[src/rtl/decode_queue.sv]
// In-order instruction queue between fetch and dispatch; presents the oldest
// entry split into opcode/rd/rs fields plus branch and writeback flags.
module decode_queue #(
  parameter int unsigned DEPTH = 4
) (
  input  logic                   clk,
  input  logic                   rst,
  input  logic                   f_valid,
  output logic                   f_ready,
  input  logic [7:0]             f_pc,
  input  logic [7:0]             f_instr,
  input  logic                   flush,
  output logic                   d_valid,
  input  logic                   d_ready,
  output logic [7:0]             d_pc,
  output logic [3:0]             d_opcode,
  output logic [1:0]             d_rd,
  output logic [1:0]             d_rs,
  output logic                   d_is_branch,
  output logic                   d_writes_rd,
  output logic [$clog2(DEPTH):0] count
);

  localparam int unsigned PtrW = $clog2(DEPTH);
  localparam logic [PtrW:0] Full = (PtrW + 1)'(DEPTH);

  typedef logic [PtrW-1:0] ptr_t;
  typedef logic [PtrW:0]   cnt_t;

  ptr_t       wr_q, wr_d;
  ptr_t       rd_q, rd_d;
  cnt_t       count_q, count_d;
  logic [7:0] pc_q    [DEPTH];
  logic [7:0] instr_q [DEPTH];
  logic       enq, deq;
  logic [7:0] head_instr;

  // f_ready looks only at occupancy, so a full queue never accepts even on a pop.
  assign f_ready = (count_q < Full);
  assign d_valid = (count_q != '0);
  assign enq     = f_valid && f_ready;
  assign deq     = d_valid && d_ready;
  assign count   = count_q;

  always_comb begin
    wr_d    = wr_q;
    rd_d    = rd_q;
    count_d = count_q;
    if (flush) begin
      wr_d    = '0;
      rd_d    = '0;
      count_d = '0;
    end else begin
      if (enq) wr_d = wr_q + ptr_t'(1);
      if (deq) rd_d = rd_q + ptr_t'(1);
      unique case ({enq, deq})
        2'b10:   count_d = count_q + cnt_t'(1);
        2'b01:   count_d = count_q - cnt_t'(1);
        default: count_d = count_q;
      endcase
    end
  end

  always_ff @(posedge clk or posedge rst) begin
    if (rst) begin
      wr_q    <= '0;
      rd_q    <= '0;
      count_q <= '0;
    end else begin
      wr_q    <= wr_d;
      rd_q    <= rd_d;
      count_q <= count_d;
    end
  end

  // Storage is cleared on reset so the head fields read zero; a flush leaves it intact.
  always_ff @(posedge clk or posedge rst) begin
    if (rst) begin
      for (int unsigned i = 0; i < DEPTH; i++) begin
        pc_q[i]    <= '0;
        instr_q[i] <= '0;
      end
    end else if (enq && !flush) begin
      pc_q[wr_q]    <= f_pc;
      instr_q[wr_q] <= f_instr;
    end
  end

  assign head_instr  = instr_q[rd_q];
  assign d_pc        = pc_q[rd_q];
  assign d_opcode    = head_instr[7:4];
  assign d_rd        = head_instr[3:2];
  assign d_rs        = head_instr[1:0];
  assign d_is_branch = (head_instr[7:5] == 3'b111);
  assign d_writes_rd = (head_instr[7:4] < 4'hC);

endmodule
[config.mk]
export PLATFORM = sky130hd
export DESIGN_NAME = decode_queue
export DESIGN_NICKNAME = d
export VERILOG_FILES = /design/src/rtl/decode_queue.sv
export SDC_FILE = /design/constraint.sdc
export NUM_CORES = 1
export LEC_CHECK = 0
export BUFFER_PORTS_ARGS = -buffer_cell sky130_fd_sc_hd__buf_4
export CAP_MARGIN = 20
export CORE_MARGIN = 2
export CORE_UTILIZATION = 45
export DETAILED_ROUTE_END_ITERATION = 7
export GPL_ROUTABILITY_DRIVEN = 0
export HOLD_SLACK_MARGIN = 0.05
export PLACE_DENSITY = 0.71
export SLEW_MARGIN = 20
export SYNTH_ARGS = -nofsm -noshare
export SYNTH_HDL_FRONTEND = slang
export SYNTH_SLANG_ARGS = --single-unit
[constraint.sdc]
create_clock -name clk -period 3.52 [get_ports clk]
set_clock_uncertainty 0.1 [all_clocks]
set_input_delay 0.88 -clock clk [delete_from_list [all_inputs] [get_ports clk]]
set_output_delay 0.88 -clock clk [all_outputs]
set_load 0.02 [all_outputs]
==> flow_metrics.py <==
metrics = {
    "outcome": {
        "status": "complete, no violations",
    },
    "hold_path": {
        "min_path_type": "flip-flop to flip-flop",
    },
    "power_and_ir_drop": {
        "p_clk_share_pct": 22.6,
        "finalPower_mw": 3.061,
        "leakage_nw": 1.839,
        "intPower_mw": 2.185,
        "power_frac_seq_pct": 42.0,
        "power_density_nw_per_um2": 755.0,
        "comb_power_share_pct": 35.4,
        "p_sw_mw": 0.8753,
        "switching_share_pct": 28.60,
        "vdd_drop_max_v": 0.0002140,
    },
    "yosys": {
        "ys_ff_latch": 71,
        "yosysUniqueCellTypes": 30,
        "synth_top_family_by_area": "multiplexers",
        "synth_area_per_cell_um2": 16.35,
        "netlist.area_leader.share_pct": 50.55,
        "synthArstFlopShare_pct": 100.0,
        "synth_xor_area_share_pct": 0.9968,
        "ys.flop_type": "dfrtp_1",
        "synth_area_leaders": "dfrtp_1 51%, mux2_4 17%, mux4_2 10%",
        "synth-compound-area-share_pct": 1.602,
        "synth-edff-count": 0,
        "synth_most_common_cell": "dfrtp_1",
        "synth-seq-area-share_pct": 50.55,
        "netlist_instances": 215,
        "ys_warn_count": 0,
        "synthTopCellsByCount": "71 x dfrtp_1, 40 x mux2_4, 24 x mux2_2",
        "yosys.area.top_type": "dfrtp_1",
        "synth-simple-area-share_pct": 3.987,
        "muxShareOfSynthArea_pct": 35.60,
        "netlist_area_um2": 3515,
        "synth_adder_area_share_pct": 1.994,
        "synthesis.nets": 241,
    },
    "clock_network": {
        "clk_latency_ns": 0.33,
        "h-tree-depth": 3,
        "postCtsHoldBufs": 0,
        "cts_root_buf": "clkbuf_8",
        "clk_pin_slew_ns": 0.07,
        "postCtsSetupBuffers": 0,
        "cts_resized": 0,
        "clk_path_buf_depth": 2,
        "numCtsBuffers": 9,
        "cts_tree": "yes",
        "cts_sinks": 71,
    },
    "floorplanning": {
        "row_count": 32,
        "die-area_um2": 8533,
        "fp.dieH_um": 92.38,
        "start_util_pct": 45.96,
        "fp.dieW_um": 92.38,
        "io_pins": 44,
        "core-area_um2": 7647,
    },
    "job": {
        "drv_cap": 0,
    },
    "sta": {
        "slew_violations": 0,
        "grt_setup_unrepaired": "no",
        "maxSlewHeadroom_pct": 52.64,
        "finalCritPeriodShare_pct": 78.90,
        "tns_ns": 0,
        "hold_slack_ns": 0.4041,
        "worst_pin_slew_ns": 0.7094,
        "hold_viol": 0,
        "min_period_ns": 2.777,
        "setup_viol": 0,
        "max_freq_ghz": 0.3601,
    },
    "placed_design": {
        "dp_hpwl_mm": 3.961,
        "port_buffers": 43,
    },
    "detailed_routing": {
        "drtPass1Iterations": 4,
        "drt_iter0_drc": 42,
        "drt-total-wl_mm": 6.040,
        "vias": 1856,
        "via_per_inst": 5.085,
        "drc_errors": 0,
        "drt-wirelength-per-cell_um": 16.55,
        "antenna_left": 0,
    },
    "worst_setup_path": {
        "cp-start-kind": "flip-flop",
        "path_common_cell": "buf_4",
        "arrival_ns": 1.80,
        "slowest_stage": "mux4_2",
        "end_kind": "output pin",
        "critPathBufInv": 2,
        "path_delay_family": "multiplexers",
        "crit_required_ns": 2.54,
        "slowest_delay_ns": 0.56,
        "path_class": "flip-flop to output pin",
        "crit_fanout": 9,
        "crit_chain": "buf_4, mux4_2, and3_1, buf_4",
    },
    "grt": {
        "grt_pass1_vias": 1996,
        "antenna_found_initial": 0,
        "grt_pass1_wl_mm": 10.21,
        "grtUsageMet1_pct": 21.84,
        "busiest_layer": "met2",
        "use_met2_pct": 23.78,
        "grt_start_max_net_pins": 40,
        "grtUsageMet3_pct": 3.662,
        "grt_usage_pct": 15.81,
        "overflow": 0,
    },
    "layout": {
        "utilization_pct": 53.01,
        "regArea_um2": 1777,
        "n_antenna_cell": 0,
        "multi_input_area_um2": 1553,
        "syn2layout_area_growth_pct": 15.34,
        "nets": 284,
        "fillers": 616,
        "drive_gt1_share_pct": 56.65,
    },
}
[stage by stage]
step	std cells	worst slack (ns)	cell area, µm²
after CTS	365	0.7039	4054
after detailed placement	349	0.8076	3841
after global routing	365	0.6140	4054
after global placement	349	0.8542	3841
after floorplan	215	0.7434	3515
final	365	0.7427	4054
[layout by cell type (no fill, tap or decap), types with 7 or more instances in the layout]
cell type   n
dfrtp_1    71
buf_4      46
mux2_4     40
mux2_2     24
mux4_2     16
clkbuf_8    9
nor2_1      7
[metal layers]
layer,vias to the layer above,wire [µm]
met5,-,0
met2,35,2804
li1,859,-
met3,9,268
met4,0,109
met1,953,2858
[power groups by stage]
stage	Clock (mW)	Combinational (mW)	Sequential [mW]
CTS	0.714	1.10	1.29
finish	0.691	1.08	1.29
global route	0.745	1.16	1.33
detailed placement	0	1.10	1.30
floorplan	0	0.836	1.25
global placement	0	1.07	1.29
[logic make-up after synthesis]
| logic type | count (synthesis) |
|---|---|
| buffers and inverters | 20 |
| XOR/XNOR | 4 |
| multiplexers | 82 |
| adder cells (fa/ha/maj) | 5 |
| AO/OA/AOI/OAI | 9 |
| flip-flops | 71 |
| AND/OR/NAND/NOR | 24 |
[flip-flops by register name (all words and copies together) (netlist names)]
name,count
count,3
rd_q,2
instr_q,32
wr_q,2
pc_q,32
[final cells by class]
cell class / count / share of cell area, %
Clock buffer: 10 / 3.148
Clock inverter: 6 / 2.099
Inverter: 5 / 0.4630
Multi-Input combinational cell: 124 / 38.30
Sequential cell: 71 / 43.83
Tap cell: 102 / 3.148
Timing Repair Buffer: 47 / 9.012
[worst paths after layout]
| check | from | end | slack (ns) | cells after the start |
|---|---|---|---|---|
| worst max register to register | count[0] | count[2] | 1.10 | 6 |
| worst min-delay path | pc_q[30] | pc_q[30] | 0.40 | 1 |
| worst min register to register | pc_q[30] | pc_q[30] | 0.40 | 1 |
| worst max-delay path | rd_q[0] | d_is_branch | 0.74 | 4 |
| max in group asynchronous | rst | count[2] | 2.11 | 3 |
| min in group asynchronous | rst | pc_q[2] | 0.56 | 2 |
Note: power is estimated with default switching activity, not from simulation.
